[config.mk]
export PLATFORM = sky130hd
export DESIGN_NAME = ex_div
export DESIGN_NICKNAME = d
export VERILOG_FILES = /design/src/rtl/core_defines_pkg.sv /design/src/rtl/div_step.sv /design/src/rtl/ex_div.sv
export SDC_FILE = /design/constraint.sdc
export NUM_CORES = 1
export LEC_CHECK = 0
export BUFFER_PORTS_ARGS = -buffer_cell sky130_fd_sc_hd__buf_2
export CORE_MARGIN = 1.5
export CORE_UTILIZATION = 47
export DETAILED_ROUTE_END_ITERATION = 10
export GPL_ROUTABILITY_DRIVEN = 0
export MAX_ROUTING_LAYER = met4
export PLACE_DENSITY = 0.65
export SETUP_SLACK_MARGIN = 0.3
export SLEW_MARGIN = 20
export SYNTH_ARGS = -nofsm -noshare
export SYNTH_HDL_FRONTEND = slang
export SYNTH_SLANG_ARGS = --single-unit
[constraint.sdc]
create_clock -name clk -period 5.2 [get_ports clk]
set_clock_uncertainty 0.05 [all_clocks]
set_input_delay 0.78 -clock clk [delete_from_list [all_inputs] [get_ports clk]]
set_output_delay 0.78 -clock clk [all_outputs]
set_load 0.03 [all_outputs]
[src/rtl/core_defines_pkg.sv]
// Shared definitions for the EX-stage divide unit: data width, operation
// encodings, FSM state encoding and small decode helpers.
package core_defines_pkg;

  localparam int XLEN = 32;

  localparam logic [4:0] ZERO_REG = 5'd0;

  typedef enum logic [1:0] {
    DIV_OP_DIV  = 2'b00,
    DIV_OP_DIVU = 2'b01,
    DIV_OP_REM  = 2'b10,
    DIV_OP_REMU = 2'b11
  } div_op_e;

  typedef enum logic [1:0] {
    ST_IDLE = 2'b00,
    ST_CALC = 2'b01,
    ST_FIX  = 2'b10,
    ST_DONE = 2'b11
  } div_state_e;

  function automatic logic is_signed_op(input logic [1:0] op);
    return (op == DIV_OP_DIV) || (op == DIV_OP_REM);
  endfunction

  function automatic logic is_rem_op(input logic [1:0] op);
    return (op == DIV_OP_REM) || (op == DIV_OP_REMU);
  endfunction

endpackage

[src/rtl/div_step.sv]
// One radix-2 restoring division step: shift {rem,quo} left, trial-subtract
// the divisor, keep the difference and set the quotient bit if it fits.
module div_step
  import core_defines_pkg::*;
(
  input  logic [XLEN-1:0] rem_i,
  input  logic [XLEN-1:0] quo_i,
  input  logic [XLEN-1:0] divisor_i,
  output logic [XLEN-1:0] rem_o,
  output logic [XLEN-1:0] quo_o
);

  logic [XLEN:0] shifted;
  logic [XLEN:0] trial;

  // rem < divisor on entry, so the shifted value and the trial difference
  // both fit in XLEN+1 bits and trial[XLEN] is a true sign bit.
  assign shifted = {rem_i, quo_i[XLEN-1]};
  assign trial   = shifted - {1'b0, divisor_i};

  assign rem_o = trial[XLEN] ? shifted[XLEN-1:0] : trial[XLEN-1:0];
  assign quo_o = {quo_i[XLEN-2:0], ~trial[XLEN]};

endmodule

[src/rtl/ex_div.sv]
// Iterative RV32M DIV/DIVU/REM/REMU unit feeding the register-file write port.
// Optional DIV_EARLY_OUT_EN skips the iteration when |dividend| < |divisor|.
module ex_div
  import core_defines_pkg::*;
#(
  parameter int XLEN   = 32,
  parameter int ITER_W = 6
) (
  input  logic            clk,
  input  logic            rst_n,
  input  logic            start_i,
  input  logic [1:0]      op_i,
  input  logic [XLEN-1:0] dividend_i,
  input  logic [XLEN-1:0] divisor_i,
  input  logic [4:0]      rd_addr_i,
  input  logic            flush_i,
  output logic            busy_o,
  output logic            ready_o,
  output logic [XLEN-1:0] reg_wdata_o,
  output logic [4:0]      reg_waddr_o,
  output logic            reg_wen_o
);

  div_state_e        state_q, state_d;
  logic [ITER_W-1:0] cnt_q, cnt_d;
  logic              sel_rem_q, sel_rem_d;
  logic [4:0]        rd_q, rd_d;
  logic              neg_quo_q, neg_quo_d;
  logic              neg_rem_q, neg_rem_d;
  logic [XLEN-1:0]   rem_q, rem_d;
  logic [XLEN-1:0]   quo_q, quo_d;
  logic [XLEN-1:0]   dvs_q, dvs_d;
  logic [XLEN-1:0]   res_q, res_d;

  logic              busy_q, busy_d;
  logic              ready_q, ready_d;
  logic              wen_q, wen_d;
  logic [XLEN-1:0]   wdata_q, wdata_d;
  logic [4:0]        waddr_q, waddr_d;

  logic              op_signed;
  logic              dvd_neg, dvs_neg;
  logic [XLEN-1:0]   dvd_mag, dvs_mag;
  logic [XLEN-1:0]   step_rem, step_quo;
  logic [XLEN-1:0]   quo_fixed, rem_fixed;

  // Unsigned ops never flag a negative operand, so their magnitude is the raw value.
  assign op_signed = is_signed_op(op_i);
  assign dvd_neg   = op_signed & dividend_i[XLEN-1];
  assign dvs_neg   = op_signed & divisor_i[XLEN-1];
  assign dvd_mag   = dvd_neg ? -dividend_i : dividend_i;
  assign dvs_mag   = dvs_neg ? -divisor_i  : divisor_i;

  div_step u_step (
    .rem_i     (rem_q),
    .quo_i     (quo_q),
    .divisor_i (dvs_q),
    .rem_o     (step_rem),
    .quo_o     (step_quo)
  );

  assign quo_fixed = neg_quo_q ? -quo_q : quo_q;
  assign rem_fixed = neg_rem_q ? -rem_q : rem_q;

  always_comb begin
    state_d   = state_q;
    cnt_d     = cnt_q;
    sel_rem_d = sel_rem_q;
    rd_d      = rd_q;
    neg_quo_d = neg_quo_q;
    neg_rem_d = neg_rem_q;
    rem_d     = rem_q;
    quo_d     = quo_q;
    dvs_d     = dvs_q;
    res_d     = res_q;
    busy_d    = (state_q != ST_IDLE);
    ready_d   = 1'b0;
    wen_d     = 1'b0;
    wdata_d   = wdata_q;
    waddr_d   = waddr_q;

    unique case (state_q)
      ST_IDLE: begin
        if (start_i) begin
          sel_rem_d = is_rem_op(op_i);
          rd_d      = rd_addr_i;
          neg_quo_d = dvd_neg ^ dvs_neg;
          neg_rem_d = dvd_neg;
          dvs_d     = dvs_mag;
          cnt_d     = '0;
          if (divisor_i == '0) begin
            // Division by zero: quotient all-ones, remainder is the raw dividend.
            res_d   = is_rem_op(op_i) ? dividend_i : '1;
            state_d = ST_DONE;
          end else begin
`ifdef DIV_EARLY_OUT_EN
            if (dvd_mag < dvs_mag) begin
              rem_d   = dvd_mag;
              quo_d   = '0;
              state_d = ST_FIX;
            end else begin
              rem_d   = '0;
              quo_d   = dvd_mag;
              state_d = ST_CALC;
            end
`else
            rem_d   = '0;
            quo_d   = dvd_mag;
            state_d = ST_CALC;
`endif
          end
        end
      end

      ST_CALC: begin
        rem_d = step_rem;
        quo_d = step_quo;
        cnt_d = cnt_q + 1'b1;
        if (cnt_q == ITER_W'(XLEN - 1)) begin
          state_d = ST_FIX;
        end
      end

      ST_FIX: begin
        res_d   = sel_rem_q ? rem_fixed : quo_fixed;
        state_d = ST_DONE;
      end

      ST_DONE: begin
        ready_d = 1'b1;
        wen_d   = (rd_q != ZERO_REG);
        wdata_d = res_q;
        waddr_d = rd_q;
        state_d = ST_IDLE;
      end

      default: state_d = ST_IDLE;
    endcase

    // Flush overrides everything, including a launch and a completing result.
    if (flush_i) begin
      state_d = ST_IDLE;
      cnt_d   = '0;
      ready_d = 1'b0;
      wen_d   = 1'b0;
      wdata_d = wdata_q;
      waddr_d = waddr_q;
    end
  end

  always_ff @(posedge clk or negedge rst_n) begin
    if (!rst_n) begin
      state_q   <= ST_IDLE;
      cnt_q     <= '0;
      sel_rem_q <= 1'b0;
      rd_q      <= '0;
      neg_quo_q <= 1'b0;
      neg_rem_q <= 1'b0;
      rem_q     <= '0;
      quo_q     <= '0;
      dvs_q     <= '0;
      res_q     <= '0;
      busy_q    <= 1'b0;
      ready_q   <= 1'b0;
      wen_q     <= 1'b0;
      wdata_q   <= '0;
      waddr_q   <= '0;
    end else begin
      state_q   <= state_d;
      cnt_q     <= cnt_d;
      sel_rem_q <= sel_rem_d;
      rd_q      <= rd_d;
      neg_quo_q <= neg_quo_d;
      neg_rem_q <= neg_rem_d;
      rem_q     <= rem_d;
      quo_q     <= quo_d;
      dvs_q     <= dvs_d;
      res_q     <= res_d;
      busy_q    <= busy_d;
      ready_q   <= ready_d;
      wen_q     <= wen_d;
      wdata_q   <= wdata_d;
      waddr_q   <= waddr_d;
    end
  end

  assign busy_o      = busy_q;
  assign ready_o     = ready_q;
  assign reg_wen_o   = wen_q;
  assign reg_wdata_o = wdata_q;
  assign reg_waddr_o = waddr_q;

endmodule

After elaboration in Yosys (flattened, before gate mapping)
Index checks and enable logic that the tools add are counted.
{ "word_totals": {"wordCells": 81, "mem_count": 0, "latchBits": 0, "register_bits": 184, "output_inout_bits": 40, "ram_bits": 0, "mem_bits_ro": 0, "inputBits": 75} }
{ "classes": {"order_cmp": 0, "n_mux": 28, "n_shift": 0, "add_sub_neg": 6, "n_div": 0, "n_mul": 0, "n_bitwise": 5, "n_reduce_logical": 16, "n_eq_ne": 11} }
{ "ops": {"columns": ["op", "count"], "rows": [
  ["two-way mux 32 bit", 13],
  ["one-hot mux 32 bit (2 select lines)", 3],
  ["negation 32 bit", 4],
  ["subtractor 33 x 32 -> 33 bit", 1],
  ["logical NOT 32 bit", 1],
  ["two-way mux 6 bit", 2],
  ["one-hot mux 6 bit (2 select lines)", 1],
  ["== test 2 bit, second input constant", 4],
  ["two-way mux 2 bit", 4],
  ["one-hot mux 2 bit (4 select lines)", 1],
  ["AND reduction 2 bit", 4],
  ["adder 6 x 1 -> 6 bit, second input constant", 1],
  ["== test 6 x 5 -> 1 bit, second input constant", 1],
  ["!= test 2 bit, second input constant", 3],
  ["!= test 3 bit, second input constant", 2],
  ["AND reduction 3 bit", 2],
  ["nonzero test 2 bit", 3],
  ["nonzero test 5 bit", 1],
  ["logical NOT 2 bit", 2],
  ["two-way mux 1 bit", 4],
  ["nonzero test 3 bit", 1],
  ["bitwise AND 1 bit", 2],
  ["== test 2 x 1 -> 1 bit, second input constant", 1],
  ["logical OR 1 bit", 2],
  ["other kinds (2)", 3]
]} }

Longest topological paths before layout
{ "depth": {"depth_word": 7, "mapped_depth": 14, "ltp_nobuf": 12} }

By module
From an unflattened synthesis, not the netlist that was laid out.
{ "hier_totals": {"cells_unflattened": 1559, "hier_area_um2": 13286.5} }
{ "by_module_without_submodules": {"columns": ["mod", "seq_area_each_um2", "area_per_inst_um2", "cells_each", "n_inst"], "rows": [
  ["ex_div", 4604.4, 10797.9, 1217, 1],
  ["div_step", 0.0, 2488.6, 342, 1]
]} }

Least setup slack after synthesis
OpenSTA, ideal clock, no wires.
{ "synth_path": {"path_kind": "register to register", "startpoint": "register quo_q[31]", "endpoint": "register rem_q[23]", "path_slack_ps": 1928, "t_arrival_ps": 3093, "synth_period_minus_slack_ps": 3272, "required_time_ps": 5021, "stages_incl_launch_ff": 15, "setup_ps": 129, "n_path_buf": 2, "cell_sequence": "dfrtp_1 -> inv_1 -> ha_1 -> fa_1 -> nand2b_1 -> a21o_1 -> a21oi_1 -> nor3_1 -> or4_1 -> and3_1 -> or2_2 -> clkbuf_1 -> buf_2 -> a32oi_1 -> o31ai_1"} }
{ "synth_via": {"elab_chain_len": 3} }
{ "synth_lines": {"columns": ["element", "line", "rtl"], "rows": [
  ["start, declared", "ex_div.sv:31", "logic [XLEN-1:0] quo_q, quo_d;"],
  ["start signal, assigned", "ex_div.sv:176", "quo_q <= quo_d;"],
  ["subtractor 33 x 32 -> 33 bit", "div_step.sv:19", "assign trial = shifted - {1'b0, divisor_i};"],
  ["two-way mux 32 bit", "div_step.sv:21", "assign rem_o = trial[XLEN] ? shifted[XLEN-1:0] : trial[XLEN-1:0];"],
  ["one-hot mux 32 bit (2 select lines)", "ex_div.sv:82", "unique case (state_q)"],
  ["end signal, assigned", "ex_div.sv:175", "rem_q <= rem_d;"],
  ["end, declared", "ex_div.sv:30", "logic [XLEN-1:0] rem_q, rem_d;"]
]} }
No other way between the ends.
A chain may end at the register's enable or synchronous reset.

Worst setup path in the final report
{ "layout_path": {"startpoint": "register quo_q[31]", "endpoint": "register rem_q[12]"} }
The elaborated chain is that of the path after synthesis.

==> out/qor.yml <==
run_status:
  status: "completed"
sta:
  fmax_mhz: 254.7
  relSlewSlack: 0.2725
  final.setup.tns_ps: 0
  finalCritPeriodShare: 0.7549
  tightest_slew_ps: 1091
  rsz0062_at_grt: "no"
  finalCriticalPeriod_ps: 3925
  drv_slew: 0
  hold_viol: 0
  setup_violations: 0
global_route:
  antenna_found_initial: 0
  grt_use_total: 0.2565
  grt_pass1_wl_um: 56050
  grt_use_met3: 0.03042
  gr-usage-met1: 0.3434
  gr-usage-met2: 0.4053
  busiest_layer: "met2"
  grt_pass1_vias: 10640
  grt_max_degree: 120
  grt_overflow: 0
logic_synthesis:
  synthTopCellsByArea: "dfrtp_1 36%, o21ai_0 6.6%, nand2_1 5.7%"
  yosys_register_bits: 184
  synthDistinctLibCells: 81
  postSynthAreaPerCell_sq_um: 8.450
  synth_flop_cell: "dfrtp_1"
  synth_edf_count: 0
  ys_async_sr_fraction: 1.000
  netlist_area_sq_um: 12630
  synth_cells: 1495
  netlist.area_leader.share: 0.3645
  ys_seq_area_frac: 0.3645
  synth_fp_nets: 1613
  yosysWarnings: 0
  yosys.area.top_type: "dfrtp_1"
floorplanning:
  start_util: 0.4820
  die_w_um: 166.9
  core_area_sq_um: 26210
  die_h_um: 166.9
  die-area_sq_um: 27870
  num_io_pins: 115
  rows: 59
power_and_ir_drop:
  vdd_ir_drop_max_mv: 0.4220
  intPower_mw: 4.711
  combPwrFrac: 0.569
  leakagePower_nw: 6.427
  pwr-share-seq: 0.280
  p_switching_mw: 4.468
  clockPowerShare: 0.151
  switching_share: 0.4868
  powerDensity_nw_per_um2: 655.3
place:
  placed_area_sq_um: 13360
  portBuffers: 114
  dp_hpwl_um: 25500
  dp.cells: 1873
critical_path:
  rrSetupSlack_ps: 1270
  start_kind: "register"
  cpPeakStageDelay_ps: 490
  r2r_end: "rem_q[12]"
  critical_path_class: "register to register"
  cpMaxStageDelayCell: "or4_1"
  critPathBufInv: 2
  cp-end-kind: "register"
  worst_r2r_startpoint: "quo_q[31]"
  ff2ff_path_depth: 13
  worstSetupEndpoint: "rem_q[12]"
  cp.depth: 13
  crit_start: "quo_q[31]"
  path_delay_family: "simple AND/OR/NAND/NOR gates"
  cp_data_arrival_time_ps: 4150
  crit_fanout: 14
  crit_chain: "inv_1, ha_1, fa_1, nand2b_1, a21o_1, a21oi_1, nor3_1, or4_1, and3_1, nor2_2, buf_4, mux2i_1, o21ai_0"
  required_ps: 5430
clock_network:
  clkSinkCount: 184
  ctsHoldBuffers: 0
  cts_buffers: 17
  cts-resized-gates: 0
  ctsLongestPathBuffers: 2
  cts_setup_buffers: 0
  cts.root.buffer_cell: "clkbuf_16"
  path_clk_slew_ps: 80
  cts_tree: "built"
  clk_latency_ps: 450
  htreeDepth: 4
routing:
  drc: 0
  vias: 11150
  drtPass1Iterations: 5
  drt-total-wl_um: 34080
  antenna_left: 0
  wire_per_inst_um: 17.89
  vias_per_cell: 5.851
  first_iter_violations: 1102
cells_and_area:
  design_area_sq_um: 14010
  instances_no_fill: 1905
  fin_nets: 1675
  diodes: 0
  synthToLayoutAreaGrowth_pct: 10.89
  drive_gt1_frac: 0.1471
job:
  drv_cap: 0
worst_hold_path:
  hold_class: "input pin to async pin"
==> cell usage in the layout (no fill, tap or decap), drive strengths merged, types with 7 or more instances in the layout <==
master,synthesis,routed
nand2b,20,20
dfrtp,184,184
clkinv,1,7
mux2i,22,22
nor2b,7,7
xor2,56,56
a21oi,120,120
and3,8,8
nand3,13,13
or4,16,16
o22ai,21,21
clkbuf,63,18
nor4,8,8
o21a,10,10
nand4,7,7
inv,67,75
o21ai,172,172
buf,19,126
mux2,43,43
nor2,105,105
o31ai,43,43
or3,13,13
nand2,192,192
a21o,21,21
or2,8,8
xnor2,82,82
o41ai,12,12
ha,42,42
a31oi,12,12
nor3,30,30
==> worst reg2reg max path: cells and delay by family (launching register included) <==
family	cells	cell delay (ps)
simple gates	5	1540
flops	1	410
fa+ha+maj	2	620
buf+inv	2	420
mux	1	220
compound gates	3	510
==> sequential cells by signal (all words and copies together), names as in the netlist <==
name and cells:
reg_wdata_o 32, sel_rem_q 1, quo_q 32, rem_q 32, reg_waddr_o 5, rd_q 5, reg_wen_o 1, state_q 2
dvs_q 32, cnt_q 6, res_q 32, ready_o 1, neg_quo_q 1, busy_o 1, neg_rem_q 1
==> synthesized netlist by cell type, drive strengths merged (5+ instances only) <==
library cell and number:
a22o 6, a211oi 6, nor2b 7, dfrtp 184
nand3b 5, or4 16, o31ai 43, o41ai 12
a21o 21, xnor2 82, nor2 105, nor4 8
clkbuf 63, a221oi 5, nand4 7, o22ai 21
o21ai 172, ha 42, or3 13, and3 8
o21a 10, mux2i 22, nand2 192, a31oi 12
mux2 43, nand3 13, inv 67, a21oi 120
buf 19, nand2b 20, or2 8, nor3 30
o211ai 5, xor2 56
==> cell families (layout without fill, tap and decap cells) <==
logic type      count (synthesis)  count (layout)  share of synthesized area
compound gates                469             469                     0.2259
simple gates                  444             444                     0.1638
flops                         184             184                     0.3645
buf+inv                       152             227                    0.05111
xor+xnor                      138             138                    0.09568
mux                            65              65                    0.05576
fa+ha+maj                      43              43                    0.04319
==> routing by layer <==
layer	part of all wire	vias up	wire, um
li1	-	5443	-
met1	0.46	5224	15530
met2	0.46	428	15550
met3	0.065	52	2208
met4	0.023	0	793
met5	0	-	0
==> per-stage QoR <==
| step | util | setup WS [ps] | total power, mW | hold WS, ps |
|---|---|---|---|---|
| floorplan | - | 1928 | 6.405 | 394.0 |
| global placement | 0.5100 | 1176 | 7.673 | 409.5 |
| detailed placement | 0.5100 | 1046 | 7.748 | 420.7 |
| CTS | 0.5344 | 1296 | 9.164 | 440.1 |
| global route | 0.5345 | 1014 | 9.909 | 459.5 |
| finish | 0.5345 | 1275 | 9.179 | 423.4 |
==> how the worst min path moves through the flow <==
| stage | from | endpoint | slack, ps | cells after the start |
|---|---|---|---|---|
| final | rst_n | reg_wdata_o[14] | 420 | 1 |
| after global routing | reg_wdata_o[11] | reg_wdata_o[11] | 460 | 1 |
| after CTS | res_q[2] | res_q[2] | 440 | 2 |
| after detailed placement | dvs_q[3] | dvs_q[3] | 420 | 2 |
| after global placement | res_q[12] | res_q[12] | 410 | 2 |
| after floorplan | res_q[22] | res_q[22] | 390 | 2 |
==> power groups by stage <==
stage	Combinational [mW]	Clock, mW	Sequential (mW)
after CTS	5.20	1.41	2.56
after global placement	5.12	0	2.56
after detailed placement	5.16	0	2.59
after floorplan	3.96	0	2.45
final	5.22	1.39	2.57
after global routing	5.80	1.47	2.65
==> layout make-up <==
| class | instances | area, sq um |
|---|---|---|
| clock buffers | 17 | 425.4 |
| clock inverters | 15 | 215.2 |
| fillers | 2443 | 12200 |
| inverters | 68 | 255.2 |
| multi-input cells | 1159 | 7411 |
| flip-flops and latches | 184 | 4604 |
| well taps | 335 | 419.2 |
| repair buffers | 127 | 676.9 |
Note: power is estimated with default switching activity, not from simulation.
